--- config.mk ---
export PLATFORM = sky130hd
export DESIGN_NAME = fifo_wr_arbiter
export DESIGN_NICKNAME = d
export VERILOG_FILES = /design/src/rtl/fifo_arb_pkg.sv /design/src/rtl/fifo_wr_arbiter_rr_pick.sv /design/src/rtl/fifo_wr_arbiter.sv
export SDC_FILE = /design/constraint.sdc
export NUM_CORES = 1
export LEC_CHECK = 0
export ABC_CLOCK_PERIOD_IN_PS = 1790
export CAP_MARGIN = 30
export CORE_UTILIZATION = 30
export CTS_CLUSTER_DIAMETER = 100
export DETAILED_ROUTE_END_ITERATION = 12
export GPL_ROUTABILITY_DRIVEN = 0
export GPL_TIMING_DRIVEN = 0
export PLACE_DENSITY = 0.86
export SYNTH_ARGS = -nofsm -noshare
export SYNTH_HDL_FRONTEND = slang
export SYNTH_SLANG_ARGS = --single-unit
--- constraint.sdc ---
create_clock -name clk -period 1.79 [get_ports clk]
set_input_delay 0.2685 -clock clk [delete_from_list [all_inputs] [get_ports clk]]
set_output_delay 0.2685 -clock clk [all_outputs]
set_load 0.01 [all_outputs]
--- src/rtl/fifo_arb_pkg.sv ---
// rtl/fifo_arb_pkg.sv - shared types and default sizing for the FIFO write-port arbiter
`timescale 1ns/1ps
package fifo_arb_pkg;

  // IDLE: arbitrating (one bubble cycle); OWN: winner streams its burst
  typedef enum logic {
    IDLE = 1'b0,
    OWN  = 1'b1
  } arb_state_e;

  localparam int DEF_N_REQ     = 4;
  localparam int DEF_DATA_W    = 16;
  localparam int DEF_BURST_MAX = 4;

  localparam int ID_W  = $clog2(DEF_N_REQ);
  localparam int CNT_W = $clog2(DEF_BURST_MAX + 1);

endpackage

--- src/rtl/fifo_wr_arbiter_rr_pick.sv ---
// rtl/fifo_wr_arbiter_rr_pick.sv - combinational round-robin pick starting after last_winner
`timescale 1ns/1ps
module rr_pick #(
  parameter int N_REQ = 4,
  parameter int ID_W  = $clog2(N_REQ)
) (
  input  logic [N_REQ-1:0] req,
  input  logic [ID_W-1:0]  last_winner,
  output logic [ID_W-1:0]  winner,
  output logic             any_req
);

  int   idx;
  logic found;

  // Scan last_winner+1 .. last_winner+N_REQ; wrap with an explicit compare so
  // non-power-of-two N_REQ never lands on a nonexistent requester.
  always_comb begin
    winner  = '0;
    any_req = |req;
    found   = 1'b0;
    idx     = 0;
    for (int k = 1; k <= N_REQ; k++) begin
      idx = int'(last_winner) + k;
      if (idx >= N_REQ) idx = idx - N_REQ;
      if (!found && req[idx[ID_W-1:0]]) begin
        winner = idx[ID_W-1:0];
        found  = 1'b1;
      end
    end
  end

endmodule

--- src/rtl/fifo_wr_arbiter.sv ---
// rtl/fifo_wr_arbiter.sv - round-robin burst arbiter sharing one FIFO write port
`timescale 1ns/1ps
module fifo_wr_arbiter
  import fifo_arb_pkg::*;
#(
  parameter int N_REQ     = DEF_N_REQ,
  parameter int DATA_W    = DEF_DATA_W,
  parameter int BURST_MAX = DEF_BURST_MAX
) (
  input  logic                      clk,
  input  logic                      rstn,
  input  logic [N_REQ-1:0]          req_valid,
  input  logic [N_REQ*DATA_W-1:0]   req_data,
  input  logic [N_REQ-1:0]          req_last,
  output logic [N_REQ-1:0]          req_ready,
  input  logic                      fifo_full,
  output logic                      fifo_wen,
  output logic [DATA_W-1:0]         fifo_wdata,
  output logic [$clog2(N_REQ)-1:0]  grant_id,
  output logic                      busy
);

  localparam int GID_W  = $clog2(N_REQ);
  localparam int BCNT_W = $clog2(BURST_MAX + 1);

  arb_state_e        state_q, state_d;
  logic [GID_W-1:0]  owner_q, owner_d;
  logic [GID_W-1:0]  last_q, last_d;
  logic [BCNT_W-1:0] beat_q, beat_d;

  logic [GID_W-1:0]  pick;
  logic              any_req;

  rr_pick #(
    .N_REQ (N_REQ),
    .ID_W  (GID_W)
  ) u_rr_pick (
    .req         (req_valid),
    .last_winner (last_q),
    .winner      (pick),
    .any_req     (any_req)
  );

  // Next-state, burst beat counting and the write-port mux driven by the registered owner
  always_comb begin
    state_d    = state_q;
    owner_d    = owner_q;
    last_d     = last_q;
    beat_d     = beat_q;
    req_ready  = '0;
    fifo_wen   = 1'b0;
    fifo_wdata = '0;
    busy       = 1'b0;
    unique case (state_q)
      IDLE: begin
        if (any_req) begin
          owner_d = pick;
          beat_d  = '0;
          state_d = OWN;
        end
      end
      OWN: begin
        busy                = 1'b1;
        req_ready[owner_q]  = !fifo_full;
        fifo_wen            = req_valid[owner_q] & !fifo_full;
        for (int i = 0; i < N_REQ; i++) begin
          if (owner_q == GID_W'(i)) fifo_wdata = req_data[i*DATA_W +: DATA_W];
        end
        // req_last only counts on a beat that actually transfers
        if (fifo_wen) begin
          if (req_last[owner_q] || (beat_q == BCNT_W'(BURST_MAX - 1))) begin
            state_d = IDLE;
            last_d  = owner_q;
            beat_d  = '0;
          end else begin
            beat_d = beat_q + BCNT_W'(1);
          end
        end
      end
      default: state_d = IDLE;
    endcase
  end

  assign grant_id = owner_q;

  // State registers; last_q resets to N_REQ-1 so requester 0 wins the first scan
  always_ff @(posedge clk or negedge rstn) begin
    if (!rstn) begin
      state_q <= IDLE;
      owner_q <= '0;
      last_q  <= GID_W'(N_REQ - 1);
      beat_q  <= '0;
    end else begin
      state_q <= state_d;
      owner_q <= owner_d;
      last_q  <= last_d;
      beat_q  <= beat_d;
    end
  end

endmodule

Word level (Yosys, flattened, before mapping)
Index checks and enable logic that the tools add are counted.
{ "totals": {"regBits": 8, "latchBits": 0, "ram_bits": 0, "romBits": 0, "inputBits": 75, "word_cells": 87, "n_memories": 0} }
{ "classes": {"addsub": 9, "mul": 0, "div_mod_pow": 0, "order_cmp": 10, "n_eq_ne": 6, "shift": 0, "muxes": 41, "bitwise": 3, "reduce_logical": 14} }
{ "ops": {"columns": ["operator", "n"], "rows": [
  ["$mux 16", 5],
  ["$mux 2", 8],
  ["$lt 2x3->1 const B", 5],
  ["$mux 1", 15],
  ["$bmux 1 s2", 6],
  ["$ge 3x3->1 const B", 3],
  ["$mux 3", 3],
  ["$sub 2x1->2 const B", 4],
  ["$add 2x2->3 const B", 2],
  ["$pmux 3 s2", 1],
  ["$add 2x3->4 const B", 1],
  ["$and 4x4->4", 1],
  ["$eq 2x2->1 const B", 2],
  ["$ge 4x3->1 const B", 1],
  ["$logic_and 1x1->1", 4],
  ["$logic_not 1->1", 4],
  ["$mux 4", 1],
  ["$reduce_and 2->1", 2],
  ["$reduce_or 4->1", 1],
  ["$add 2x1->3 const B", 1],
  ["$add 3x1->3 const B", 1],
  ["$eq 3x2->1 const B", 1],
  ["$reduce_and 3->1", 1],
  ["$demux 1 s2", 1],
  ["9 further kinds", 9]
]} }

Depth between registers and ports, before layout
{ "depth": {"word_depth": 15, "mapped_depth": 6, "depth_no_buf": 5} }

By module
From an unflattened synthesis, not the netlist that was laid out.
{ "unflattened": {"hier_cells": 92, "area_unflattened_um2": 1044.8} }
{ "modules_own_cells": {"columns": ["mod", "n_inst", "cells_each", "area_per_inst_um2", "seq_area_each_um2"], "rows": [
  ["fifo_wr_arbiter", 1, 78, 963.4, 202.7],
  ["rr_pick", 1, 14, 81.3, 0.0]
]} }

Worst setup path before layout
Ideal clock, no wire load.
{ "synth_timing": {"path_kind": "reg2out", "startpoint": "register owner_q[0] (netlist: grant_id[0])", "endpoint": "output fifo_wdata[10]", "arrival_ns": 1.525, "t_required_ns": 1.521, "setup_slack_ns": -0.004, "path_stages_with_launch": 5, "n_path_buf": 2, "cell_sequence": "dfrtp_1 -> buf_6 -> buf_2 -> mux4_2 -> and2_1"} }
{ "synth_between": {"elab_chain_cells": 6, "word_cells_on_any_way": 9, "cone_classes": "3 x eq/ne; 5 x mux; 1 x reduce/logical"} }
{ "synth_lines": {"columns": ["item", "line_no", "text"], "rows": [
  ["from (decl)", "fifo_wr_arbiter.sv:27", "logic [GID_W-1:0] owner_q, owner_d;"],
  ["from (signal assigned)", "fifo_wr_arbiter.sv:95", "owner_q <= owner_d;"],
  ["$logic_not 2->1", "fifo_wr_arbiter.sv:67", "if (owner_q == GID_W'(i)) fifo_wdata = req_data[i*DATA_W +: DATA_W];"],
  ["$mux 16 (3 in a row)", "fifo_wr_arbiter.sv:67", null],
  ["$mux 16 (*)", "fifo_wr_arbiter.sv:67", null],
  ["$mux 16 (*)", "fifo_wr_arbiter.sv:54", "unique case (state_q)"],
  ["to (decl)", "fifo_wr_arbiter.sv:18", "output logic [DATA_W-1:0] fifo_wdata,"]
]} }
Every way passes the cells marked *; elsewhere a longest branch is shown, timed or not.

Worst setup path in the final report
{ "layout_timing": {"startpoint": "register owner_q[0] (netlist: grant_id[0])", "endpoint": "output fifo_wdata[15]"} }
Same word-level chain as after synthesis.

==> flow_summary.ini <==
[worst_hold_path]
hp-class = input port to asynchronous set/reset pin

[synth]
synth.cell_area_um2 = 1012
synth_ff_type = dfrtp_1
syn_inst = 90
ys_ff_latch = 8
synth_area_per_cell_um2 = 11.25
synth_common_cells = mux4_2, and2_1, dfrtp_1, nand2_1
seq_area_frac_synth_pct = 20.02
synthArstFlopShare_pct = 100.0
synth_largest_area_cell = mux4_2
synth_top_area_share_pct = 40.05
yosysWarnings = 0
synth_most_common_cell = mux4_2
ys_types = 30
synth_fp_nets = 167
synth_edf_count = 0
synth_area_leaders = mux4_2, dfrtp_1, and2_1, dfstp_2, o21ai_2

[floorplan]
die_y_um = 60.09
pin_count = 99
die_area_um2 = 3610
num_rows = 20
die_w_um = 60.09
core_um2 = 3128
initial_utilization_pct = 32.36

[drt]
wl_per_cell_um = 19.47
route.detailed.drc = 0
drtAntennaViolNets = 0
drt_iter0_markers = 85
vias_per_cell = 5.151
wl_um = 4771
dr.pass1.iters = 4
vias = 1262

[sta]
relSlewSlack_pct = 74.22
fmax_mhz = 489.9
skew_ps = 6.315
setup_tns_ps = -3802
min_period_ps = 2041
maxSlewViolCount = 0
finalCritPeriodShare_pct = 114.0
worst_slew_pin_slew_ps = 385.5
setup_viol = 23
layout_setup_ws_ps = -251.3
rsz0062_at_grt = true
hold_violations = 0

[grt]
gr-usage-all-layers_pct = 25.36
antenna_found_initial = 0
grt_pass1_wl_um = 6575
grt_max_degree = 12
first_global_vias = 1339
overflow = 0

[critical_path]
critPathSlowestCell = mux4_2
start_kind = register
worstPathCellList = buf_6 > buf_12 > buf_4 > mux4_2 > and2_4 > buf_6
crit_required_ps = 1520
path_common_cell = buf_6
crit_family = multiplexers
crit_arrival_ps = 1770
path_buf_inv = 4
path_class = register to output pin
path_max_fanout = 4
critPathMaxStageDelay_ps = 500
setup.worst_path.end_class = output pin

[clock_network]
cts_buffers = 3
h-tree-depth = 1
clock_path_buffers = 2
clock-sinks = 8
cts_tree = built
clk_pin_slew_worst_paths_ps = 60
clock_latency_ps = 260
root_buffer = clkbuf_4
hold_buffers = 0

[outcome]
status = finished, violations left
violations = setup timing

[finish]
antennaDiodeCount = 0
syn2layout_area_growth_pct = 123.1
layout-drive-gt1-share_pct = 39.30
nets = 279
finalNonFillerCells = 245

[placed_design]
dpl.cell_count = 232
post-dp-hpwl_um = 3550
io_buffers = 98

[power_and_ir_drop]
ir_drop_uv = 740.3
powerDensity_nw_per_um2 = 1269
p_leak_uw = 0.0009503

[flow_run]
maxCapViolCount = 0
[worst register-to-register path, delay by kind of cell (launching register included)]
family / cells / cell delay [ps]
AO/OA/AOI/OAI: 1 / 140
buffers and inverters: 3 / 350
flip-flops: 1 / 360
multiplexers: 1 / 490
AND/OR/NAND/NOR: 2 / 540
[final timing paths]
check                                   endpoint  cells past startpoint  slack (ps)               startpoint
setup / recovery                  fifo_wdata[15]                      6        -250  grant_id[0]$_DFFE_PN0P_
hold / removal             beat_q[1]$_DFFE_PN0P_                      1         300                     rstn
setup reg to reg           beat_q[2]$_DFFE_PN0P_                      7        -170  grant_id[0]$_DFFE_PN0P_
hold reg to reg            beat_q[0]$_DFFE_PN0P_                      1         500    beat_q[0]$_DFFE_PN0P_
max in group asynchronous  last_q[1]$_DFFE_PN1P_                      1        1170                     rstn
min in group clk           beat_q[0]$_DFFE_PN0P_                      1         500    beat_q[0]$_DFFE_PN0P_
[final cells by class]
class	count	area, µm²
repair buffers	108	1076
fillers	213	869.6
multi-input cells	71	813.3
flip-flops and latches	8	205.2
plain buffers	6	65.06
well taps	44	55.05
clock buffers	4	26.28
inverters	4	17.52
[logic make-up (layout without fill, tap and decap cells)]
| logic type | count (synthesis) | in the layout | share of synthesized area (%) |
|---|---|---|---|
| adders and majority gates | 2 | 2 | 2.472 |
| buffers and inverters | 11 | 122 | 5.067 |
| DFF | 8 | 8 | 20.02 |
| muxes | 21 | 21 | 43.26 |
| and+or+nand+nor | 37 | 37 | 21.51 |
| AOI/OAI and AO/OA | 11 | 11 | 7.665 |
[through the flow]
step                utilization, %  power, µW  instance area, µm²  hold slack (ps)  worst slack [ps]
floorplan                        -       1392                1015           -27.09             46.12
global placement             65.56       2193                2051            472.6            -596.8
detailed placement           65.56       2251                2051            483.5            -618.2
CTS                          69.92       2610                2187            301.0            -249.4
global route                 72.20       3035                2258            318.0            -289.8
finish                       72.20       2867                2258            296.2            -251.3
[sequential cells by signal, indices dropped and copies added, names as in the netlist]
| register | cells |
|---|---|
| beat_q | 3 |
| grant_id | 2 |
| last_q | 2 |
| state_q | 1 |
[routing by layer]
metal	global-route usage [%]	vias to the layer above	wire length (µm)
met5	0	-	0
met4	9.967	0	135
met3	6.061	12	372
met2	49.05	66	2622
met1	25.67	615	1641
li1	-	569	-
[cell usage in the layout, fill, tap and decap left out, types with 3 or more instances in the layout]
cell type,Yosys,final
nand2_1,5,4
mux4_2,18,18
clkdlybuf4s50_1,0,77
buf_4,0,5
inv_1,4,3
nand3_1,3,3
and2_1,16,6
buf_2,2,6
o21ai_2,3,3
clkbuf_4,0,5
dfrtp_1,6,4
and2_4,0,10
buf_6,1,14
buf_12,0,4
dlygate4sd2_1,0,3
[repair_timing]
action                                  CTS  global route
resized for setup                        99            24
gates cloned                              1             0
pin swaps                                13             1
endpoints found under the setup margin   23            24
buffers inserted                          8             2
[report_power, final]
group / leakage (µW) / internal, µW / switching (µW)
combinational: 0.000843 / 1480 / 868
sequential: 0.0000924 / 268 / 98.4
clock: 0.0000150 / 85.6 / 66.0
total: 0.000950 / 1830 / 1030
Power figures use the tool's default switching activity.
